===== src/rtl/life_pkg.sv =====
// ============================================================================
// Module      : life_pkg
// Description : Shared types and constants for the cell-state RAM port arbiter.
// Revision    : 1.0 - initial release
// ============================================================================
`default_nettype none

package life_pkg;

  localparam int ARB_N_REQ = 4;

  typedef enum logic [1:0] {
    IDLE    = 2'd0,
    GRANT   = 2'd1,
    RELEASE = 2'd2
  } arb_state_t;

  localparam logic [1:0] REQ_GEN_RD = 2'd0;
  localparam logic [1:0] REQ_GEN_WR = 2'd1;
  localparam logic [1:0] REQ_VIDEO  = 2'd2;
  localparam logic [1:0] REQ_HOST   = 2'd3;

endpackage

`default_nettype wire


===== src/rtl/mux_4x1.sv =====
// ============================================================================
// Module      : mux_4x1
// Description : Four-input one-hot-free binary-select multiplexer.
// Revision    : 1.0 - initial release
// ============================================================================
`default_nettype none

module mux_4x1 #(
  parameter int WIDTH = 8
) (
  input  logic [1:0]       i_sel,
  input  logic [WIDTH-1:0] i_d0,
  input  logic [WIDTH-1:0] i_d1,
  input  logic [WIDTH-1:0] i_d2,
  input  logic [WIDTH-1:0] i_d3,
  output logic [WIDTH-1:0] o_y
);

  always_comb begin
    o_y = i_d0;
    case (i_sel)
      2'd0:    o_y = i_d0;
      2'd1:    o_y = i_d1;
      2'd2:    o_y = i_d2;
      default: o_y = i_d3;
    endcase
  end

endmodule

`default_nettype wire


===== src/rtl/mem_port_arbiter.sv =====
// ============================================================================
// Module      : mem_port_arbiter
// Description : Round-robin arbiter with per-tenure hold limit sharing one RAM port.
// Revision    : 1.0 - initial release
// ============================================================================
`default_nettype none

module mem_port_arbiter
  import life_pkg::*;
#(
  parameter int ADDR_WIDTH = 10,
  parameter int HOLD_MAX   = 15
) (
  input  logic                  clk,
  input  logic                  reset,
  input  logic [ARB_N_REQ-1:0]  req,
  input  logic [ADDR_WIDTH-1:0] addr0,
  input  logic [ADDR_WIDTH-1:0] addr1,
  input  logic [ADDR_WIDTH-1:0] addr2,
  input  logic [ADDR_WIDTH-1:0] addr3,
  output logic [ARB_N_REQ-1:0]  gnt,
  output logic [1:0]            select,
  output logic                  mem_en,
  output logic [ADDR_WIDTH-1:0] mem_addr,
  output logic                  busy
);

  localparam int                 c_CNT_W     = $clog2(HOLD_MAX + 1);
  localparam logic [c_CNT_W-1:0] c_HOLD_LAST = c_CNT_W'(HOLD_MAX - 1);

  arb_state_t                  r_state, w_state;
  logic [ARB_N_REQ-1:0]        r_gnt, w_gnt;
  logic [1:0]                  r_select, w_select;
  logic [1:0]                  r_ptr, w_ptr;
  logic [c_CNT_W-1:0]          r_hold_cnt, w_hold_cnt;
  logic [2:0]                  w_pick;

  // Returns {found, id}; scanning from the far end lets the nearest hit to ptr win.
  function automatic logic [2:0] rr_pick(input logic [3:0] r, input logic [1:0] p);
    logic [1:0] id;
    rr_pick = 3'b000;
    for (int k = 3; k >= 0; k--) begin
      id = p + 2'(k);
      if (r[id]) rr_pick = {1'b1, id};
    end
  endfunction

  always_ff @(posedge clk or posedge reset) begin
    if (reset) begin
      r_state    <= IDLE;
      r_gnt      <= '0;
      r_select   <= 2'd0;
      r_ptr      <= 2'd0;
      r_hold_cnt <= '0;
    end else begin
      r_state    <= w_state;
      r_gnt      <= w_gnt;
      r_select   <= w_select;
      r_ptr      <= w_ptr;
      r_hold_cnt <= w_hold_cnt;
    end
  end

  always_comb begin
    w_state    = r_state;
    w_gnt      = r_gnt;
    w_select   = r_select;
    w_ptr      = r_ptr;
    w_hold_cnt = r_hold_cnt;
    w_pick     = rr_pick(req, r_ptr);
    case (r_state)
      IDLE: begin
        w_gnt = '0;
        if (w_pick[2]) begin
          w_state    = GRANT;
          w_gnt      = 4'b0001 << w_pick[1:0];
          w_select   = w_pick[1:0];
          w_hold_cnt = '0;
          w_ptr      = w_pick[1:0] + 2'd1;
        end
      end
      GRANT: begin
        // Counter stops at the compare point, so it can never wrap.
        if (!req[r_select] || (r_hold_cnt == c_HOLD_LAST)) begin
          w_state = RELEASE;
          w_gnt   = '0;
        end else begin
          w_hold_cnt = r_hold_cnt + c_CNT_W'(1);
        end
      end
      RELEASE: begin
        w_state = IDLE;
        w_gnt   = '0;
      end
      default: begin
        w_state = IDLE;
        w_gnt   = '0;
      end
    endcase
  end

  assign gnt    = r_gnt;
  assign select = r_select;
  assign mem_en = |r_gnt;
  assign busy   = (r_state != IDLE);

  mux_4x1 #(
    .WIDTH (ADDR_WIDTH)
  ) u_addr_mux (
    .i_sel (r_select),
    .i_d0  (addr0),
    .i_d1  (addr1),
    .i_d2  (addr2),
    .i_d3  (addr3),
    .o_y   (mem_addr)
  );

endmodule

`default_nettype wire


===== config.mk =====
export PLATFORM = sky130hd
export DESIGN_NAME = mem_port_arbiter
export DESIGN_NICKNAME = d
export VERILOG_FILES = /design/src/rtl/life_pkg.sv /design/src/rtl/mux_4x1.sv /design/src/rtl/mem_port_arbiter.sv
export SDC_FILE = /design/constraint.sdc
export NUM_CORES = 1
export LEC_CHECK = 0
export CAP_MARGIN = 0
export CORE_MARGIN = 2
export CORE_UTILIZATION = 38
export DETAILED_ROUTE_END_ITERATION = 6
export GPL_TIMING_DRIVEN = 0
export MAX_ROUTING_LAYER = met4
export PLACE_DENSITY = 0.87
export SLEW_MARGIN = 5
export SYNTH_ARGS = -nofsm -noshare
export SYNTH_HDL_FRONTEND = slang
export SYNTH_HIERARCHICAL = 1
export SYNTH_SLANG_ARGS = --single-unit

===== constraint.sdc =====
create_clock -name clk -period 3.5 [get_ports clk]
set_input_delay 0.7 -clock clk [delete_from_list [all_inputs] [get_ports clk]]
set_output_delay 0.7 -clock clk [all_outputs]
set_load 0.01 [all_outputs]

== Yosys cells after proc, flatten, opt, wreduce, memory -nomap -nowiden ==
Index checks and enable logic that the tools add are counted.

* Shifts and indexed selects: 1
* Mux-type cells: 24
* Add/subtract/negate cells: 5
* Equal/unequal tests: 7
* Magnitude comparators: 5
* Reductions and logical operators: 10

{| class="wikitable"
|+ Operators by type and width
! cell !! number
|-
| one-hot mux 10 bit (3 select lines) || 1
|-
| two-way mux 4 bit || 4
|-
| one-hot mux 4 bit (2 select lines) || 2
|-
| < comparator 2 x 3 -> 1 bit (second input constant) || 5
|-
| two-way mux 3 bit || 4
|-
| binary-select mux 1 bit (select 2 bit) || 5
|-
| inequality test 2 bit (second input constant) || 3
|-
| two-way mux 1 bit || 5
|-
| adder 2 x 1 -> 2 bit (second input constant) || 2
|-
| adder 2 bit (second input constant) || 2
|-
| adder 4 x 1 -> 4 bit (second input constant) || 1
|-
| equality test 2 x 1 -> 1 bit (second input constant) || 2
|-
| equality test 4 bit (second input constant) || 1
|-
| zero test 2 bit || 2
|-
| two-way mux 2 bit || 2
|-
| one-hot mux 2 bit (2 select lines) || 1
|-
| AND reduction 2 bit || 2
|-
| nonzero test 2 bit || 2
|-
| OR reduction 4 bit || 1
|-
| << shifter 1 x 2 -> 4 bit (first input constant) || 1
|-
| AND reduction 3 bit || 1
|-
| equality test 2 bit (second input constant) || 1
|-
| zero test 1 bit || 1
|-
| logical OR 1 bit || 1
|}

* Register bits after elaboration: 14
* Word-level logic and storage cells: 57
* Input bits: 46

== Logic depth before layout (Yosys ltp) ==
* Depth in word-level cells: 10
* Depth in mapped cells: 8
* Mapped depth without buffers: 7

== Modules after synthesis ==
Netlist, hierarchy kept.

{| class="wikitable"
|+ By module, submodules not included
! module !! times used !! cells each !! area an instance (um^2)
|-
| mem_port_arbiter || 1 || 74 || 715.7
|-
| mux_4x1 || 1 || 12 || 241.5
|}

== Worst setup path before layout ==
OpenSTA, ideal clock, no wires.

* Kind: input -> output
* Start point: input addr3[0]
* End point: output mem_addr[0]
* Arrival: 1.183 ns
* Stages on the path: 1
* Setup slack: 1.617 ns
* Buffers on the path: 0
* Path through: mux4_2

* Longest elaborated chain between the ends: 1

{| class="wikitable"
|+ Ends and longest elaborated chain
! element !! RTL line !! source
|-
| start: declaration || mem_port_arbiter.sv:20 || <nowiki>input logic [ADDR_WIDTH-1:0] addr3,</nowiki>
|-
| one-hot mux 10 bit (3 select lines) || mux_4x1.sv:21 || <nowiki>case (i_sel)</nowiki>
|-
| end: declaration || mem_port_arbiter.sv:24 || <nowiki>output logic [ADDR_WIDTH-1:0] mem_addr,</nowiki>
|}

No other way between the ends.

== Worst setup path in the final report ==
* Start point: input addr3[1]
* End point: output mem_addr[1]

The elaborated chain is that of the path after synthesis.

==> impl_metrics.tcl <==
set metrics [dict create \
    status "finished clean" \
    required_ns 2.80 \
    syn_to_final_growth_pct 73.6 \
    core_um2 2430 \
    initial_core_util 0.394 \
    ctsHtreeMaxLevel 1 \
    place_congestion 0.777 \
    cts_sinks 14 \
    die_area_um2 2940 \
    p_leak_nw 0.681 \
    synth_cell_types 28 \
    ys_seq_area_frac 0.366 \
    hpwlAfterDp_mm 2.50 \
    antenna_found_initial 0 \
    grt_overflow 0 \
    crit_chain "clkdlybuf4s50_1 -> mux4_2 -> clkdlybuf4s50_1" \
    post-route-drc-count 0 \
    cts_resized 0 \
    worst-setup-path-type "in2out" \
    synthCells 86 \
    crit_end "mem_addr[1]" \
    postCtsHoldBufs 0 \
    setup_violations 0 \
    whs_ns 0.505 \
    fin_crit_sh 0.819 \
    rr_startpoint "select[1]" \
    grt_first_pass_wirelength_mm 4.41 \
    ys_ff_latch 14 \
    rrSetupSlack_ns 1.93 \
    synth.area.top_cells "dfrtp_1 (37%), mux4_2 (26%), nand2_1 (4.7%)" \
    syn-cell-area_um2 957 \
    cp_slowest_cell "clkdlybuf4s50_1" \
    nets 202 \
    yosysTopAreaCell "dfrtp_1" \
    cts_made_buffers 3 \
    ios 64 \
    grt_start_max_net_pins 15 \
    hold_class "reg2reg" \
    syn_nets 134 \
    r2r_end "r_hold_cnt[3]" \
    drive_gt1_frac 0.157 \
    grt_pass1_vias 981 \
    cp.arrival_ns 2.17 \
    synth_top_cell_area_share 0.366 \
    hold_viol 0 \
    ant_nets 0 \
    maxSlewHeadroom 0.661 \
    rsz0062_at_grt "no" \
    yosys_warnings 6 \
    clk_latency_ns 0.28 \
    wl_per_cell_um 16.3 \
    crit_family "buffers and inverters" \
    fin_util 0.683 \
    vdd_drop_max_uv 448 \
    path_clk_slew_ns 0.08 \
    power_density_nw_per_um2 710 \
    cts.root.buffer_cell "clkbuf_4" \
    r2r_cells 6 \
    slowest_delay_ns 0.55 \
    die_w_um 54.2 \
    placementRows 18 \
    io_buffers 63 \
    clock_path_buffers 2 \
    final.setup.tns_ns 0 \
    tightestPinTransition_ns 0.509 \
    die_y_um 54.2 \
    finalWirelength_mm 2.98 \
    avgSynthCellArea_um2 11.1 \
    antenna_cells 0 \
    fmax_mhz 349 \
    routed-via-count 981 \
    fin_skew_ns 0.00179 \
    firstDrtPassIters 4 \
    start_kind "primary input" \
    cts_tree "yes" \
    crit_buf_inv 2 \
    cts_setup_buffers 0 \
    finalCriticalPeriod_ns 2.87 \
    first_iter_violations 8 \
    vias_per_cell 5.36 \
    startpoint "addr3[1]" \
    maxCapViolCount 0 \
    maxSlewViolCount 0 \
    critPathMostFrequentCell "clkdlybuf4s50_1" \
    end_kind "primary output" \
    path_max_fanout 1 \
    cp_num_cells 3 \
    grtUsageTotal 0.219 \
]
power by group:
group / total [mW] / internal [mW] / leakage (nW) / switching, mW
logic: 0.781 / 0.455 / 0.478 / 0.326
clock network: 0.115 / 0.0633 / 0.0210 / 0.0515
registers: 0.285 / 0.227 / 0.181 / 0.0582
total: 1.18 / 0.745 / 0.681 / 0.436
cell families (layout without fill, tap and decap cells):
logic type,count (synthesis),after routing,share of synthesized area
AO/OA/AOI/OAI,17,17,0.105
XOR/XNOR,1,1,0.00915
adder cells (fa/ha/maj),2,2,0.0261
buffers and inverters,8,75,0.0523
flip-flops,14,14,0.366
multiplexers,11,11,0.259
AND/OR/NAND/NOR,33,33,0.183
registers in the layout (all words and copies together) (netlist names):
| register | count |
|---|---|
| r_ptr | 2 |
| select | 2 |
| r_hold_cnt | 4 |
| r_state | 2 |
| gnt | 4 |
layout by cell type, fill, tap and decap left out, types with 2 or more instances in the layout:
cell type / instances
a21oi_1: 2
nand2_1: 12
ha_1: 2
or2_2: 2
clkbuf_4: 3
o21ai_1: 2
nor2_1: 2
clkdlybuf4s50_1: 63
a21boi_0: 2
nor2b_1: 3
o21ai_0: 8
nand3_1: 5
mux4_2: 11
inv_1: 4
buf_6: 2
dfrtp_1: 14
nand2b_1: 2
layer usage:
metal	track usage	vias up	share of wire
li1	-	457	-
met1	0.194	468	0.30
met2	0.416	50	0.53
met3	0.0694	6	0.15
met4	0.0958	0	0.022
met5	-	-	0
worst min-delay path by stage:
stage,from,end,slack [ns],depth (start not counted)
floorplan,r_hold_cnt[3],r_hold_cnt[3],0.46,1
global placement,r_hold_cnt[3],r_hold_cnt[3],0.48,1
detailed placement,gnt[1],gnt[1],0.50,2
CTS,r_hold_cnt[3],r_hold_cnt[3],0.51,1
global route,r_hold_cnt[3],r_hold_cnt[3],0.52,1
finish,gnt[0],gnt[0],0.51,2
synthesized netlist by cell type, drive strengths merged:
cell and count:
or4 1, and2 1, o21ai 10, clkbuf 1, o31ai 1, inv 4
dfrtp 14, nand2b 2, nor2 2, o211ai 1, ha 2, nor3 1
or2 4, nand3 5, nand4 1, nor2b 3, buf 3, o32a 1
and3 1, nand2 12, mux4 11, a21boi 2, a21oi 2, xor2 1
metrics by stage:
stage	worst slack (ns)	instances	total power, mW	cell area (um2)
6_report	0.634	183	1.18	1660
5_1_grt	0.617	183	1.27	1660
4_1_cts	0.666	183	1.19	1660
3_5_place_dp	0.666	179	1.07	1630
3_3_place_gp	0.707	179	1.05	1630
2_1_floorplan	1.62	86	0.714	957
final cells by class:
cell class                      count  area (um2)
Buffer                              4        35.0
Timing Repair Buffer               63         631
Fill cell                         172         771
Multi-Input combinational cell     64         557
Tap cell                           30        37.5
Clock buffer                        4        36.3
Sequential cell                    14         350
Inverter                            4        15.0
worst register-to-register path, stage by stage, from the launching register on:
cell	delay [ns]
dfrtp_1	0.43
mux4_2	0.54
and3_1	0.17
buf_6	0.13
nand4_2	0.09
nand3_1	0.08
o21ai_0	0.07
(Power assumes the default switching activity.)
